`config.mk`:
```
export PLATFORM = sky130hd
export DESIGN_NAME = tape_progress_tracker_flat
export DESIGN_NICKNAME = d
export VERILOG_FILES = /design/src/rtl/tape_progress_tracker_if.sv /design/src/rtl/tape_progress_tracker.sv /design/src/flat_wrapper.sv
export SDC_FILE = /design/constraint.sdc
export NUM_CORES = 1
export LEC_CHECK = 0
export BUFFER_PORTS_ARGS = -buffer_cell sky130_fd_sc_hd__clkbuf_2
export CORE_MARGIN = 2
export CORE_UTILIZATION = 51
export DETAILED_ROUTE_END_ITERATION = 7
export PLACE_DENSITY = 0.76
export SETUP_SLACK_MARGIN = 0.3
export SLEW_MARGIN = 10
export SYNTH_ARGS = -nofsm -noshare
export SYNTH_HDL_FRONTEND = slang
export SYNTH_SLANG_ARGS = --single-unit
export TNS_END_PERCENT = 30
```
`constraint.sdc`:
```
create_clock -name clk -period 2.1 [get_ports clk]
set_input_delay 0.105 -clock clk [delete_from_list [all_inputs] [get_ports clk]]
set_output_delay 0.105 -clock clk [all_outputs]
set_load 0.03 [all_outputs]
```
`src/rtl/tape_progress_tracker_if.sv`:
```
// Media-loader to progress-overlay signal bundle: loader strobes in, bar controls out.
interface tape_progress_tracker_if;
   logic        vblank;
   logic        start;
   logic [24:0] size;
   logic        byte_stb;
   logic        motor;
   logic        abort;
   logic        enable;
   logic [24:0] current;
   logic [24:0] max;
   logic        done;

   modport master (
      output vblank, start, size, byte_stb, motor, abort,
      input  enable, current, max, done
   );

   modport slave (
      input  vblank, start, size, byte_stb, motor, abort,
      output enable, current, max, done
   );
endinterface

```
`src/rtl/tape_progress_tracker.sv`:
```
// Loading-bar producer: latches transfer size, counts consumed bytes, hides the bar after hold/stall.
// Outputs registered, 1 cycle after the cause; no backpressure, every strobe is taken or dropped at once.
module tape_progress_tracker #(
   parameter logic [7:0] HOLD_FRAMES  = 8'd50,
   parameter logic [7:0] STALL_FRAMES = 8'd100
) (
   input  logic                    clk,
   input  logic                    reset,
   tape_progress_tracker_if.slave  bus
);
   localparam logic [1:0] ST_IDLE  = 2'd0;
   localparam logic [1:0] ST_RUN   = 2'd1;
   localparam logic [1:0] ST_STALL = 2'd2;
   localparam logic [1:0] ST_HOLD  = 2'd3;

   logic [1:0]  state, state_nx;
   logic [24:0] cnt, cnt_nx;
   logic [24:0] size_l, size_l_nx;
   logic [7:0]  frm, frm_nx, frm_inc;
   logic        sh7, sh7_nx;
   logic        full, full_nx;
   logic        done_nx;
   logic        vb_d, motor_d;
   logic        ftick, motor_rise;
   logic [24:0] cur_nx, max_nx;

   assign ftick      = bus.vblank & ~vb_d;
   assign motor_rise = bus.motor & ~motor_d;
   assign frm_inc    = (frm == 8'hFF) ? frm : frm + 8'd1;

   always_comb begin
      state_nx  = state;
      cnt_nx    = cnt;
      size_l_nx = size_l;
      frm_nx    = frm;
      sh7_nx    = sh7;
      full_nx   = full;
      done_nx   = 1'b0;
      if (bus.abort) begin
         state_nx = ST_IDLE;
         cnt_nx   = '0;
         frm_nx   = '0;
         full_nx  = 1'b0;
      end else if (bus.start) begin
         size_l_nx = bus.size;
         cnt_nx    = '0;
         frm_nx    = '0;
         sh7_nx    = (bus.size < 25'd128);
         if (bus.size == '0) begin
            // Empty image: show a full bar immediately.
            state_nx = ST_HOLD;
            done_nx  = 1'b1;
            full_nx  = 1'b1;
         end else begin
            state_nx = ST_RUN;
            full_nx  = 1'b0;
         end
      end else if (bus.byte_stb && (state == ST_RUN || state == ST_STALL)) begin
         frm_nx   = '0;
         state_nx = ST_RUN;
         if (cnt != size_l) cnt_nx = cnt + 25'd1;
         if ((cnt + 25'd1) == size_l) begin
            done_nx  = 1'b1;
            state_nx = ST_HOLD;
         end
      end else begin
         case (state)
            ST_RUN: begin
               if (ftick) frm_nx = frm_inc;
               if (!bus.motor && frm_nx >= STALL_FRAMES) begin
                  state_nx = ST_STALL;
                  frm_nx   = '0;
               end
            end
            ST_STALL: begin
               if (motor_rise) begin
                  state_nx = ST_RUN;
                  frm_nx   = '0;
               end else if (ftick && !bus.motor) begin
                  frm_nx = frm_inc;
                  if (frm_inc >= STALL_FRAMES) state_nx = ST_IDLE;
               end
            end
            ST_HOLD: begin
               if (ftick) begin
                  frm_nx = frm_inc;
                  if (frm_inc >= HOLD_FRAMES) state_nx = ST_IDLE;
               end
            end
            default: ;
         endcase
      end
   end

   // Short transfers are scaled by 128 so the overlay sees nonzero upper bits.
   always_comb begin
      cur_nx = sh7_nx ? {cnt_nx[17:0], 7'd0}    : cnt_nx;
      max_nx = sh7_nx ? {size_l_nx[17:0], 7'd0} : size_l_nx;
      if (full_nx) begin
         cur_nx = 25'd128;
         max_nx = 25'd128;
      end
   end

   always_ff @(posedge clk) begin
      if (reset) begin
         state       <= ST_IDLE;
         cnt         <= '0;
         size_l      <= '0;
         frm         <= '0;
         sh7         <= 1'b0;
         full        <= 1'b0;
         vb_d        <= 1'b0;
         motor_d     <= 1'b0;
         bus.enable  <= 1'b0;
         bus.current <= '0;
         bus.max     <= '0;
         bus.done    <= 1'b0;
      end else begin
         state       <= state_nx;
         cnt         <= cnt_nx;
         size_l      <= size_l_nx;
         frm         <= frm_nx;
         sh7         <= sh7_nx;
         full        <= full_nx;
         vb_d        <= bus.vblank;
         motor_d     <= bus.motor;
         bus.enable  <= (state_nx != ST_IDLE);
         bus.current <= cur_nx;
         bus.max     <= max_nx;
         bus.done    <= done_nx;
      end
   end
endmodule

```
`src/flat_wrapper.sv`:
```
// flat-port wrapper written by rule: the top's interface ports become plain ports
module tape_progress_tracker_flat 
#(
   parameter logic [7:0] HOLD_FRAMES  = 8'd50,
   parameter logic [7:0] STALL_FRAMES = 8'd100
)
  (clk, reset, bus_vblank, bus_start, bus_size, bus_byte_stb, bus_motor, bus_abort, bus_enable, bus_current, bus_max, bus_done);
  tape_progress_tracker_if bus_i ();
  input  logic clk;
  input  logic reset;
  input wire logic [$bits(bus_i.vblank)-1:0] bus_vblank;
  input wire logic [$bits(bus_i.start)-1:0] bus_start;
  input wire logic [$bits(bus_i.size)-1:0] bus_size;
  input wire logic [$bits(bus_i.byte_stb)-1:0] bus_byte_stb;
  input wire logic [$bits(bus_i.motor)-1:0] bus_motor;
  input wire logic [$bits(bus_i.abort)-1:0] bus_abort;
  output wire logic [$bits(bus_i.enable)-1:0] bus_enable;
  output wire logic [$bits(bus_i.current)-1:0] bus_current;
  output wire logic [$bits(bus_i.max)-1:0] bus_max;
  output wire logic [$bits(bus_i.done)-1:0] bus_done;
  assign bus_i.vblank = bus_vblank;
  assign bus_i.start = bus_start;
  assign bus_i.size = bus_size;
  assign bus_i.byte_stb = bus_byte_stb;
  assign bus_i.motor = bus_motor;
  assign bus_i.abort = bus_abort;
  assign bus_enable = bus_i.enable;
  assign bus_current = bus_i.current;
  assign bus_max = bus_i.max;
  assign bus_done = bus_i.done;
  tape_progress_tracker #(.HOLD_FRAMES(HOLD_FRAMES), .STALL_FRAMES(STALL_FRAMES)) u_core (.clk(clk), .reset(reset), .bus(bus_i));
endmodule
```
==> out/qor.yml <==
numCtsBuffers: 17
place_inst: 991
clockBufferDepth: 2
outcome: "finished, violations left"
port_buffers: 83
cellPowerDensity_nw_per_um2: 625.6
r2r_setup_slack_ns: -0.33
fin_nets: 948
worst_slack_ns: -0.3341
cts_root_buf: "clkbuf_8"
diodes: 0
gr-usage-all-layers: 0.3810
drt-total-wl_um: 25450
start_kind: "register"
grt_pass1_vias: 6368
grt_setup_unrepaired: "yes"
finalMaxSlewViolations: 0
gp_congestion: 0.9520
finalClockSkew_ns: 0.01170
grt_first_pass_wirelength_um: 33900
synth_cell_types: 69
yosysWarnings: 0
final_cell_mix: "buf_4 (168), dfxtp_1 (94), nor2_1 (90)"
instances_no_fill: 1061
std_cell_rows: 38
clkTransAtPathRegs_ns: 0.07
cts_tree: "done"
worstPathArrival_ns: 2.85
htree_num_levels: 4
tightest_slew_ns: 0.6317
yosys-top-cells-area: "dfxtp_1 (42%), nor2_1 (7.0%), mux2i_1 (5.1%)"
post_dp_cell_area_um2: 7502
yosysTopAreaCellShare: 0.4192
dieWidth_um: 108.2
yosysSeqAreaShare: 0.4192
dieHeight_um: 108.2
mostFrequentLayoutCell: "buf_4"
vias: 6875
die_area_um2: 11710
yosysTopAreaCell: "dfxtp_1"
maxCapViolCount: 0
area_growth_pct: 65.51
clock_latency_ns: 0.54
ir_drop_mv: 0.7643
slew_headroom: 0.5668
core_area_um2: 10700
setup_viol_count_final: 61
ant_nets: 0
r2r-start: "u_core.size_l[5]$_SDFF_PP0_"
layout_min_cycle_time_ns: 2.434
post-place-ws_ns: -0.3176
grt.busiest_layer: "met2"
postLayoutCellArea_um2: 9168
met1_usage: 0.4761
grtUsageMet3: 0.07896
drive_above_1_share: 0.4821
fin_crit_sh: 1.159
synth_fp_nets: 670
critPathRequiredTime_ns: 2.51
utilization: 0.8570
post-dp-hpwl_um: 14090
initialDrtViolationCount: 836
antenna_found_initial: 0
firstDrtPassIters: 6
startpoint: "u_core.size_l[5]$_SDFF_PP0_"
start_util: 0.5178
synth_area_um2: 5539
grt_max_degree: 33
routedWlPerCell_um: 23.98
detail_route.vias_per_cell: 6.480
failed_checks: "negative setup slack"
ioPinCount: 84
worstSetupEndpointType: "register"
numClockSinks: 116
max_freq_mhz: 410.8
leakage_nw: 3.883
synthFlopType: "dfxtp_1"
critical_path_class: "reg2reg"
grtUsageMet2: 0.6235
worstHoldPathType: "in2reg"
synthArstFlopShare: 0
synth_edf_count: 0
overflow: 0
syn_area_per_cell_um2: 8.764
hold_violations: 0
synthCells: 632
ys_ff_latch: 116
min-delay-start: "reset"
cp_max_fo: 3
drc_errors: 0
-- power breakdown --
part           internal, mW  switching, mW
logic                 0.271          0.371
clock network          1.70           1.10
registers              2.25         0.0439
total                  4.22           1.51
-- registers in the layout (all words and copies together) (netlist names) --
| signal | count |
|---|---|
| u_core.full | 1 |
| u_core.bus.enable | 1 |
| u_core.bus.max | 25 |
| u_core.state | 2 |
| u_core.vb_d | 1 |
| u_core.bus.current | 25 |
| u_core.frm | 8 |
| u_core.bus.done | 1 |
| u_core.sh7 | 1 |
| u_core.cnt | 25 |
| u_core.size_l | 25 |
| u_core.motor_d | 1 |
-- cell type report --
class / instances / area (µm²)
Sequential cell: 116 / 2365
Fill cell: 499 / 1530
Timing Repair Buffer: 296 / 2197
Clock inverter: 9 / 106.4
Clock buffer: 21 / 439.2
Tap cell: 140 / 175.2
Inverter: 9 / 33.78
Multi-Input combinational cell: 470 / 3851
-- metrics by stage --
step	power (mW)	setup TNS [ns]	hold WS, ns
after floorplan	2.602	0	0.2332
after global placement	2.819	-5.669	0.3910
after detailed placement	2.827	-6.140	0.3924
after CTS	5.576	-1.650	0.02907
after global routing	5.826	-15.62	0.04106
final	5.735	-11.51	0.05001
-- critical path, cell delays in order (launching register included) --
cell      delay, ns
dfxtp_1        0.36
xor2_1         0.19
nor4_1         0.39
nand2_1        0.19
o31ai_4        0.33
buf_6          0.16
nand2b_4       0.17
buf_4          0.14
nor2_4         0.04
xnor2_4        0.22
o22ai_1        0.13
-- what timing repair did --
item,4_1_cts,5_1_grt
gates resized for setup,82,67
hold endpoints to repair,45,0
setup endpoints to repair,62,86
hold buffers,27,0
setup buffers,6,7
pin swaps,48,43
-- kinds of logic after synthesis --
| logic type | count (synthesis) | share of synthesized area |
|---|---|---|
| simple gates | 250 | 0.2250 |
| compound gates | 120 | 0.1453 |
| flops | 116 | 0.4192 |
| xor+xnor | 66 | 0.1098 |
| buf+inv | 46 | 0.03659 |
| mux | 28 | 0.05060 |
| fa+ha+maj | 6 | 0.01355 |
-- cell usage after synthesis (2+ instances only) --
master / number
a2111oi_0: 2
a21oi_1: 14
a31o_2: 2
a31oi_1: 5
and2_1: 2
and3_1: 12
and4_1: 3
buf_1: 3
buf_2: 11
buf_4: 4
clkbuf_1: 18
dfxtp_1: 116
ha_1: 6
inv_1: 9
mux2i_1: 28
nand2_1: 26
nand2b_1: 6
nand3_1: 25
nand3b_1: 3
nand4_1: 12
nand4b_1: 2
nor2_1: 104
nor2b_1: 7
nor3_1: 16
nor3_2: 2
nor4_1: 13
o2111ai_1: 2
o211ai_1: 3
o21ai_0: 22
o21ai_1: 8
o21bai_1: 4
o22ai_1: 33
o31a_1: 2
o31ai_1: 4
o41ai_1: 2
or2_1: 2
or3_1: 4
or4_1: 2
xnor2_1: 30
xnor2_2: 3
xor2_1: 32
-- worst paths after layout --
check,end,depth (start not counted)
setup / recovery,u_core.bus.current[13]$_SDFF_PP0_,10
hold / removal,u_core.motor_d$_SDFF_PP0_,3
setup reg to reg,u_core.bus.current[13]$_SDFF_PP0_,10
hold reg to reg,u_core.bus.current[14]$_SDFF_PP0_,3
-- routing by layer --
layer / share of wire / up-vias
met2: 0.46 / 645
met1: 0.36 / 3203
met4: 0.074 / 0
met5: 0 / -
met3: 0.11 / 197
li1: - / 2830
(Power assumes the default switching activity.)
